==> src/rtl/m_spi_control_pkg.sv <==
// rtl/m_spi_control_pkg.sv - shared SPI defaults and FSM state encoding
package m_spi_control_pkg;
  localparam int DEF_DATA_LENGTH = 8;
  localparam int DEF_CLK_DIV     = 4;

  typedef enum logic [2:0] {
    IDLE    = 3'd0,
    SETUP   = 3'd1,
    SCLK_HI = 3'd2,
    SCLK_LO = 3'd3,
    HOLD    = 3'd4,
    GAP     = 3'd5
  } state_t;
endpackage

==> src/rtl/m_spi_control_spi_half_period_timer.sv <==
// rtl/m_spi_control_spi_half_period_timer.sv - loadable down-counter, tc while count is zero
module spi_half_period_timer #(
  parameter int WIDTH = 2
) (
  input  logic             clk,
  input  logic             reset,
  input  logic             load,
  input  logic [WIDTH-1:0] load_value,
  output logic             tc
);
  logic [WIDTH-1:0] count;

  always_ff @(posedge clk) begin
    if (reset)
      count <= '0;
    else if (load)
      count <= load_value;
    else if (count != '0)
      count <= count - 1'b1;
  end

  assign tc = (count == '0);
endmodule

==> src/rtl/m_spi_control.sv <==
// rtl/m_spi_control.sv - mode 0 SPI master, one full-duplex frame per start
module m_spi_control
  import m_spi_control_pkg::*;
#(
  parameter int DATA_LENGTH = DEF_DATA_LENGTH,
  parameter int CLK_DIV     = DEF_CLK_DIV
) (
  input  logic                   clk,
  input  logic                   reset,
  input  logic                   start,
  input  logic [DATA_LENGTH-1:0] tx_data,
  output logic [DATA_LENGTH-1:0] rx_data,
  output logic                   busy,
  output logic                   done,
  output logic                   SCLK,
  output logic                   MOSI,
  input  logic                   MISO,
  output logic                   SS
);
  localparam int TW = $clog2(CLK_DIV);
  localparam int CW = $clog2(DATA_LENGTH) + 1;
  localparam logic [CW-1:0] N_BITS = CW'(DATA_LENGTH);
  localparam logic [CW-1:0] N_LAST = CW'(DATA_LENGTH - 1);

  state_t                 state;
  logic [DATA_LENGTH-1:0] tx_sr;
  logic [DATA_LENGTH-1:0] rx_sr;
  logic [CW-1:0]          bit_cnt;
  logic                   tc;
  logic                   timer_load;

  // Every non-IDLE state is reloaded on entry so each lasts CLK_DIV cycles.
  assign timer_load = (state == IDLE) ? start : tc;

  spi_half_period_timer #(.WIDTH(TW)) u_timer (
    .clk        (clk),
    .reset      (reset),
    .load       (timer_load),
    .load_value (TW'(CLK_DIV - 1)),
    .tc         (tc)
  );

  always_ff @(posedge clk) begin
    if (reset) begin
      state   <= IDLE;
      tx_sr   <= '0;
      rx_sr   <= '0;
      bit_cnt <= '0;
      rx_data <= '0;
      busy    <= 1'b0;
      done    <= 1'b0;
      SCLK    <= 1'b0;
      MOSI    <= 1'b0;
      SS      <= 1'b1;
    end else begin
      done <= 1'b0;
      case (state)
        IDLE: if (start) begin
          // MSB goes straight to MOSI; tx_sr keeps the remaining bits top-aligned.
          tx_sr   <= tx_data << 1;
          MOSI    <= tx_data[DATA_LENGTH-1];
          bit_cnt <= '0;
          SS      <= 1'b0;
          busy    <= 1'b1;
          state   <= SETUP;
        end
        SETUP: if (tc) begin
          SCLK  <= 1'b1;
          rx_sr <= {rx_sr[DATA_LENGTH-2:0], MISO};
          state <= SCLK_HI;
        end
        SCLK_HI: if (tc) begin
          SCLK    <= 1'b0;
          bit_cnt <= bit_cnt + 1'b1;
          if (bit_cnt < N_LAST) begin
            MOSI  <= tx_sr[DATA_LENGTH-1];
            tx_sr <= tx_sr << 1;
          end
          state <= SCLK_LO;
        end
        SCLK_LO: if (tc) begin
          if (bit_cnt < N_BITS) begin
            SCLK  <= 1'b1;
            rx_sr <= {rx_sr[DATA_LENGTH-2:0], MISO};
            state <= SCLK_HI;
          end else begin
            state <= HOLD;
          end
        end
        HOLD: if (tc) begin
          SS    <= 1'b1;
          MOSI  <= 1'b0;
          state <= GAP;
        end
        GAP: if (tc) begin
          done    <= 1'b1;
          busy    <= 1'b0;
          rx_data <= rx_sr;
          state   <= IDLE;
        end
        default: state <= IDLE;
      endcase
    end
  end
endmodule

==> config.mk <==
export PLATFORM = sky130hd
export DESIGN_NAME = m_spi_control
export DESIGN_NICKNAME = d
export VERILOG_FILES = /design/src/rtl/m_spi_control_pkg.sv /design/src/rtl/m_spi_control_spi_half_period_timer.sv /design/src/rtl/m_spi_control.sv
export SDC_FILE = /design/constraint.sdc
export NUM_CORES = 1
export LEC_CHECK = 0
export ABC_AREA = 1
export BUFFER_PORTS_ARGS = -buffer_cell sky130_fd_sc_hd__buf_4
export CORE_UTILIZATION = 35
export DETAILED_ROUTE_END_ITERATION = 8
export GPL_TIMING_DRIVEN = 0
export HOLD_SLACK_MARGIN = 0.08
export PLACE_DENSITY = 0.64
export SYNTH_ARGS = -nofsm -noshare
export SYNTH_HDL_FRONTEND = slang
export SYNTH_SLANG_ARGS = --single-unit
==> constraint.sdc <==
create_clock -name clk -period 1.8 [get_ports clk]
set_input_delay 0.18 -clock clk [delete_from_list [all_inputs] [get_ports clk]]
set_output_delay 0.18 -clock clk [all_outputs]
set_load 0.03 [all_outputs]
==> impl_metrics.env <==
export IMPL_status="finished, final reports clean"
export IMPL_pwr_share_clk=0.293
export IMPL_internal_power_mw=1.40
export IMPL_pwr_share_seq=0.466
export IMPL_synth_area_leader_cell="dfxtp_1"
export IMPL_netSwitchingFraction=0.321
export IMPL_die_h_microns=71.0
export IMPL_clockBufferDepth=2
export IMPL_syn_num_nets=247
export IMPL_cp_required_ps=1980
export IMPL_cts_hold_buf=0
export IMPL_cts_root_buf="clkbuf_8"
export IMPL_nets=277
export IMPL_finalCriticalPeriod_ps=1560
export IMPL_netlist_area_sq_mm=0.00166
export IMPL_p_switching_mw=0.664
export IMPL_critPathMaxFanout=10
export IMPL_diodes=0
export IMPL_avgSynthCellArea_sq_um=7.14
export IMPL_cts_max_level=2
export IMPL_yosys_warnings=0
export IMPL_synth_most_common_cell="nand2_1"
export IMPL_synth_edf_count=0
export IMPL_cts_setup_buffers=0
export IMPL_fmax_ghz=0.640
export IMPL_path_cells="inv_1, ha_1, buf_2, inv_2, o21ai_1, nand2_1, nand2_2, inv_2, a21oi_1, nor2_1"
export IMPL_synthFlopType="dfxtp_1"
export IMPL_dr_pass1_iters=6
export IMPL_place_ws_ps=242
export IMPL_drt_iter0_drc=161
export IMPL_route_detailed_drc=0
export IMPL_fin_util=0.447
export IMPL_vias_per_cell=4.72
export IMPL_min_period_over_period=0.868
export IMPL_critPathKind="flip-flop to flip-flop"
export IMPL_worst_slew_pin_slew_ps=387
export IMPL_drive_gt1_frac=0.205
export IMPL_fin_cells=316
export IMPL_synth_top_area_frac=0.445
export IMPL_final_antenna_net_count=0
export IMPL_core_sq_mm=0.00447
export IMPL_die_w_microns=71.0
export IMPL_cp_common_cell="inv_2"
export IMPL_power_leakage_nw=0.913
export IMPL_cts_tree="built"
export IMPL_cap_violations=0
export IMPL_clk_latency_ps=290
export IMPL_grt_pass1_vias=1379
export IMPL_crit_path_start_kind="flip-flop"
export IMPL_crit_path_top_delay_cell="dfxtp_1"
export IMPL_cts_buffers=5
export IMPL_ys_ff_latch=37
export IMPL_ctsResizeCount=0
export IMPL_overflow=0
export IMPL_cts_sinks=37
export IMPL_grt_max_degree=13
export IMPL_grt_pass1_wl_microns=5800
export IMPL_ys_types=29
export IMPL_areaGrowthSynthToFinish_pct=20.1
export IMPL_maxSlewViolCount=0
export IMPL_cp_top_family="buffers and inverters"
export IMPL_hp_class="input pin to flip-flop"
export IMPL_tns_ps=0
export IMPL_rsz0062_at_grt="false"
export IMPL_routabilityCongestion=0.884
export IMPL_combPwrFrac=0.242
export IMPL_routedWlPerCell_microns=10.5
export IMPL_path_clk_slew_ps=70
export IMPL_vias=1491
export IMPL_timing_critical_path_buf_inv=4
export IMPL_setup_ws_ps=237
export IMPL_arrival_ps=1750
export IMPL_io_buffer_count=23
export IMPL_dpl_cell_count=308
export IMPL_endpoint_kind="flip-flop"
export IMPL_async_flop_share=0
export IMPL_vdd_ir_drop_max_uv=464
export IMPL_seq_area_frac_synth=0.445
export IMPL_row_count=24
export IMPL_antenna_found_initial=0
export IMPL_power_density_mw_per_mm2=1040
export IMPL_hold_viol=0
export IMPL_io_pin_count=25
export IMPL_synthTopCellsByArea="dfxtp_1 (45%), nand2_1 (9.7%), nor2_1 (9.5%), o21ai_0 (8.4%), a21oi_1 (5.1%)"
export IMPL_dp_hpwl_microns=2380
export IMPL_die_area_sq_mm=0.00503
export IMPL_setup_violations_final=0
export IMPL_synth_common_cells="nand2_1 (43), nor2_1 (42), dfxtp_1 (37)"
export IMPL_finalWirelength_microns=3310
export IMPL_start_util=0.372
export IMPL_final_setup_skew_ps=4.06
export IMPL_slew_headroom=0.742
export IMPL_syn_instance_count=233
export IMPL_critPathMaxStageDelay_ps=310
export IMPL_grtUsageTotal=0.147
-- path summary, 6_finish.rpt --
path	slack, ps	end	startpoint	cells past startpoint
hold reg to reg	450	rx_data[6]$_SDFFE_PP0P_	rx_data[6]$_SDFFE_PP0P_	2
setup reg to reg	240	tx_sr[1]$_SDFFE_PP0P_	u_timer.count[0]$_SDFFE_PP0P_	10
hold / removal	120	tx_sr[1]$_SDFFE_PP0P_	tx_data[0]	3
setup / recovery	240	tx_sr[1]$_SDFFE_PP0P_	u_timer.count[0]$_SDFFE_PP0P_	10
-- tightest hold or removal path, cell delays in order --
cell	delay (ps)
buf_4	80
a21oi_1	50
nor2_1	70
-- per-stage QoR --
stage,power [mW],hold WS (ps),area [sq um]
2_1_floorplan,1.36,320,1660
3_3_place_gp,1.48,416,1900
3_5_place_dp,1.48,424,1900
4_1_cts,2.10,121,2000
5_1_grt,2.21,150,2000
6_report,2.07,121,2000
-- placed cells by master (no fill, tap or decap), drive strengths merged, types with 2 or more instances in the layout --
cell type	n
nand2	45
nor2	45
dfxtp	37
buf	31
o21ai	30
inv	25
a21oi	17
nand3	11
clkbuf	7
nand4	5
ha	2
clkinv	2
-- per-layer routing --
layer  global-route usage  share of wire
met4               0.0733          0.021
met1                0.178           0.51
met5                    0              0
met2                0.240           0.43
met3               0.0399          0.034
-- cell families after synthesis --
| group | synth area share |
|---|---|
| simple gates | 0.286 |
| compound gates | 0.162 |
| flops | 0.445 |
| buf+inv | 0.0910 |
| fa+ha+maj | 0.0150 |
-- power groups by stage --
| stage | Clock, mW | Sequential, mW | Combinational, mW |
|---|---|---|---|
| after floorplan | 0 | 1.00 | 0.358 |
| after global placement | 0 | 0.981 | 0.499 |
| after detailed placement | 0 | 0.983 | 0.500 |
| after CTS | 0.631 | 0.964 | 0.504 |
| after global routing | 0.664 | 0.975 | 0.570 |
| final | 0.605 | 0.964 | 0.500 |
-- layout make-up --
type | instances | area (sq um)
Buffer | 9 | 57.6
Tap cell | 52 | 65.1
Timing Repair Buffer | 23 | 173
Sequential cell | 37 | 741
Inverter | 25 | 93.8
Clock buffer | 6 | 82.6
Fill cell | 475 | 2480
Clock inverter | 2 | 13.8
Multi-Input combinational cell | 162 | 772
-- registers in the layout, summed over array words and instances (netlist names), 2 cells and up --
name	flops
state	3
rx_sr	8
u_timer.count	2
tx_sr	7
bit_cnt	4
rx_data	8
Power figures use the tool's default switching activity.
